### src/rtl/rr_demux_dispatch.sv
// rr_demux_dispatch
// Round-robin dispatcher feeding a 1:4 demultiplexer. Words arrive on a
// valid/ready handshake. Each word is given to the next enabled channel in
// round-robin order and held in a one-entry output register. The held word
// and its 2-bit channel select drive the demux until that channel accepts it.
// A saturating counter records completed transfers.
//
// Ports:
//   clk       rising-edge clock
//   rst_n     asynchronous active-low reset
//   in_valid  upstream word valid
//   in_data   upstream word (DATA_W bits)
//   in_ready  block can accept a word this cycle
//   en_mask   per-channel enable, bit i allows channel i
//   ch_ready  per-channel sink ready, bit i applies to channel i
//   out_valid held word valid toward the demux
//   out_data  held word, drives demux data input
//   out_sel   channel index, drives demux select
//   xfer_cnt  completed transfers, saturating at all-ones
module rr_demux_dispatch #(
    parameter int DATA_W = 1,
    parameter int CNT_W  = 8
) (
    input  logic              clk,
    input  logic              rst_n,
    input  logic              in_valid,
    input  logic [DATA_W-1:0] in_data,
    output logic              in_ready,
    input  logic [3:0]        en_mask,
    input  logic [3:0]        ch_ready,
    output logic              out_valid,
    output logic [DATA_W-1:0] out_data,
    output logic [1:0]        out_sel,
    output logic [CNT_W-1:0]  xfer_cnt
);

    logic              r_outValid;
    logic [DATA_W-1:0] r_outData;
    logic [1:0]        r_outSel;
    logic [1:0]        r_ptr;
    logic [CNT_W-1:0]  r_xferCnt;

    logic       w_xfer;
    logic       w_acc;
    logic       w_inReady;
    logic [1:0] w_pickSel;
    logic [1:0] w_cand;
    logic       w_found;

    // Only the addressed channel's ready matters; other channels are ignored.
    assign w_xfer    = r_outValid & ch_ready[r_outSel];

    // The register can be refilled in the same cycle its word leaves, so a
    // ready sink sees one word per cycle with no bubbles.
    assign w_inReady = (en_mask != 4'b0000) & (~r_outValid | w_xfer);
    assign w_acc     = in_valid & w_inReady;

    // Search the enabled channels starting from the round-robin pointer.
    // The 2-bit add wraps naturally from 3 back to 0. When the mask is empty
    // nothing is accepted, so the fallback value is never loaded.
    always_comb begin
        w_pickSel = r_ptr;
        w_cand    = r_ptr;
        w_found   = 1'b0;
        for (int k = 0; k < 4; k++) begin
            w_cand = r_ptr + 2'(k);
            if (!w_found && en_mask[w_cand]) begin
                w_pickSel = w_cand;
                w_found   = 1'b1;
            end
        end
    end

    // Output register and pointer. A new accept takes priority over a drain,
    // so back-to-back words keep out_valid high. On a drain with no new word,
    // data and select hold their last values.
    always_ff @(posedge clk or negedge rst_n) begin
        if (!rst_n) begin
            r_outValid <= 1'b0;
            r_outData  <= '0;
            r_outSel   <= 2'd0;
            r_ptr      <= 2'd0;
        end else if (w_acc) begin
            r_outValid <= 1'b1;
            r_outData  <= in_data;
            r_outSel   <= w_pickSel;
            r_ptr      <= w_pickSel + 2'd1;
        end else if (w_xfer) begin
            r_outValid <= 1'b0;
        end
    end

    // The transfer counter stops at all-ones instead of wrapping.
    always_ff @(posedge clk or negedge rst_n) begin
        if (!rst_n) begin
            r_xferCnt <= '0;
        end else if (w_xfer && (r_xferCnt != {CNT_W{1'b1}})) begin
            r_xferCnt <= r_xferCnt + CNT_W'(1);
        end
    end

    assign in_ready  = w_inReady;
    assign out_valid = r_outValid;
    assign out_data  = r_outData;
    assign out_sel   = r_outSel;
    assign xfer_cnt  = r_xferCnt;

endmodule

### config.mk
export PLATFORM = sky130hd
export DESIGN_NAME = rr_demux_dispatch
export DESIGN_NICKNAME = d
export VERILOG_FILES = /design/src/rtl/rr_demux_dispatch.sv
export SDC_FILE = /design/constraint.sdc
export NUM_CORES = 1
export LEC_CHECK = 0
export ABC_AREA = 0
export CAP_MARGIN = 10
export CORE_MARGIN = 2
export CORE_UTILIZATION = 44
export DETAILED_ROUTE_END_ITERATION = 16
export PLACE_DENSITY = 0.75
export SKIP_CTS_REPAIR_TIMING = 1
export SLEW_MARGIN = 0
export SYNTH_ARGS = -nofsm -noshare
export SYNTH_HDL_FRONTEND = slang
export SYNTH_SLANG_ARGS = --single-unit
### constraint.sdc
create_clock -name clk -period 2.01 [get_ports clk]
set_input_delay 0.5025 -clock clk [delete_from_list [all_inputs] [get_ports clk]]
set_output_delay 0.5025 -clock clk [all_outputs]
set_load 0.005 [all_outputs]
==> impl_metrics.yaml, run 1 <==
status:
  outcome: "finished, final reports clean"
worst_hold_path:
  hold_class: "reg -> reg"
critical_path:
  worstSetupEndpointType: "output pin"
  worstReg2RegStart: "out_sel[0]"
  reg2reg_depth: 6
  crit_path_end: "in_ready"
  r2r_setup_slack_ns: 0.12
  start_kind: "flop"
  cp-startpoint: "out_sel[0]"
  cp.arrival_ns: 1.49
  worstPathRequired_ns: 1.51
  timing.rr.end: "r_ptr[1]"
  worst-path-max-fanout: 2
  critPathKind: "reg -> out"
synthesis:
  syn_area_per_cell_um2: 10.3
  ys_seq_elements: 14
  yosysSeqAreaShare_pct: 45.3
  synth_top_area_cell: "dfrtp_1"
  synth.distinct_cells: 25
  ys_top_cells_by_area: "dfrtp_1, nand3_1, xnor2_1"
  synth_top_area_share_pct: 45.3
  yosysWarnings: 0
  syn-cell-area_um2: 773
  synthesis.nets: 88
  postSynthCellCount: 75
global_routing:
  grt_overflow: 0
  grt_start_max_net_pins: 15
  grt_pass1_wl_um: 2900
  grt_use_total_pct: 19.3
  antenna_found_initial: 0
  grt_pass1_vias: 689
route:
  vias: 714
  drc: 0
  route.detailed.wl_per_inst_um: 13.9
  drt_iter0_markers: 6
  antenna_left: 0
  first_pass_iters: 4
  drt-total-wl_um: 1790
  vias_per_cell: 5.53
clock_tree:
  h-tree-depth: 1
  clock_path_buffers: 2
  cts_inserted_buffers: 3
  clk_latency_ns: 0.28
  cts_tree: "built"
  root_buffer: "clkbuf_4"
  clock_sinks: 14
  clk_pin_slew_ns: 0.09
layout:
  multi_input_area_um2: 408
  fill_cells: 135
  syn_to_final_growth_pct: 49.7
  layout_common_cells: "clkdlybuf4s50_1, dfrtp_1, buf_4"
  finalNonFillerCells: 129
  n_antenna_cell: 0
  stdcell_area_um2: 1160
  nets: 126
  drive_gt1_share_pct: 18.8
  final_common_cell: "clkdlybuf4s50_1"
  seq_area_um2: 350
  fin_util_pct: 68.5
timing:
  worst_slack_ns: 0.0166
  final.setup_skew_ns: 0.0115
  setup_viol: 0
  finalHoldViolCount: 0
  final-max-slew-violation-count: 0
  max_freq_mhz: 502
  tns_ns: 0
  relSlewSlack_pct: 59.0
  finalCritPeriodShare_pct: 99.2
  period_needed_ns: 1.99
  rsz0062_at_grt: "true"
  fin_hold_ws_ns: 0.501
  tightest_slew_ns: 0.613
placed_design:
  gp_congestion: 0.757
  place.port_buffers: 24
  dp.cells: 125
  dp_hpwl_um: 1390
  place_area_um2: 1100
  dp_slack_ns: -0.530
power:
  ir_worst_vdd_mv: 0.883
  p_leak_nw: 0.566
  power.density_nw_per_um2: 1270
  p_total_mw: 1.47
die:
  die_w_um: 45.9
  io_pins: 25
  fp-row-count: 15
  core_um2: 1690
  start_util_pct: 45.8
  die_h_um: 45.9
  dieArea_um2: 2110
run:
  max_cap_violations: 0
-- cell type report --
cell class	instances	share of cell area, %
repair buffers	33	27.9
inverters	5	1.62
clock buffers	4	3.14
well taps	17	1.84
flip-flops and latches	14	30.3
multi-input cells	56	35.2
-- worst min-delay path by stage --
| stage | depth (start not counted) | end | from |
|---|---|---|---|
| 6_report | 1 | xfer_cnt[7] | xfer_cnt[7] |
| 5_1_grt | 1 | xfer_cnt[5] | xfer_cnt[5] |
| 4_1_cts | 1 | xfer_cnt[7] | xfer_cnt[7] |
| 3_5_place_dp | 1 | xfer_cnt[5] | xfer_cnt[5] |
| 3_3_place_gp | 1 | xfer_cnt[7] | xfer_cnt[7] |
| 2_1_floorplan | 0 | out_data | rst_n |
-- report_power, final --
group	total (mW)	leakage [nW]	internal, mW	switching, mW
sequential	0.535	0.167	0.401	0.134
clock	0.201	0.0210	0.110	0.0910
combinational	0.731	0.377	0.429	0.302
-- kinds of logic (layout without fill, tap and decap cells) --
family	Yosys count	count (layout)	synth area share [%]
buffers and inverters	5	42	2.43
and+or+nand+nor	29	29	19.3
muxes	4	4	7.28
xor gates and xnor gates	8	8	9.06
AOI/OAI and AO/OA	14	14	15.0
adders and majority gates	1	1	1.62
DFF	14	14	45.3
-- critical path, stage by stage (launching register included) --
cell and delay (ns):
dfrtp_1 0.38, mux4_2 0.52, o21a_1 0.20, clkbuf_2 0.10
-- per-layer routing --
| layer | global-route usage [%] | share of wire, % |
|---|---|---|
| met2 | 29.2 | 45 |
| met1 | 26.6 | 50 |
| met4 | 5.14 | 0.45 |
| met5 | 0 | 0 |
| met3 | 6.35 | 5.1 |
-- synthesized netlist by cell type (all sizes together) --
cell type,instances
a21o,1
a21oi,1
a221oi,2
and3,2
and4b,1
dfrtp,14
ha,1
inv,5
mux2,3
mux4,1
nand2,3
nand3,7
nor2,7
nor2b,4
nor3,3
nor4,1
o211ai,1
o21a,1
o21ai,5
o311ai,2
o31ai,1
or4,1
xnor2,4
xor2,4
-- registers in the layout (all words and copies together) (netlist names) --
signal	flops
xfer_cnt	8
out_sel	2
r_ptr	2
out_data	1
out_valid	1
(Power assumes the default switching activity.)
==> run 2, diff against run 1 <==
Settings changed: TNS_END_PERCENT from default to 20.
==> results of run 2 <==
Final layout, timing and power as in run 1 (identical DEF).
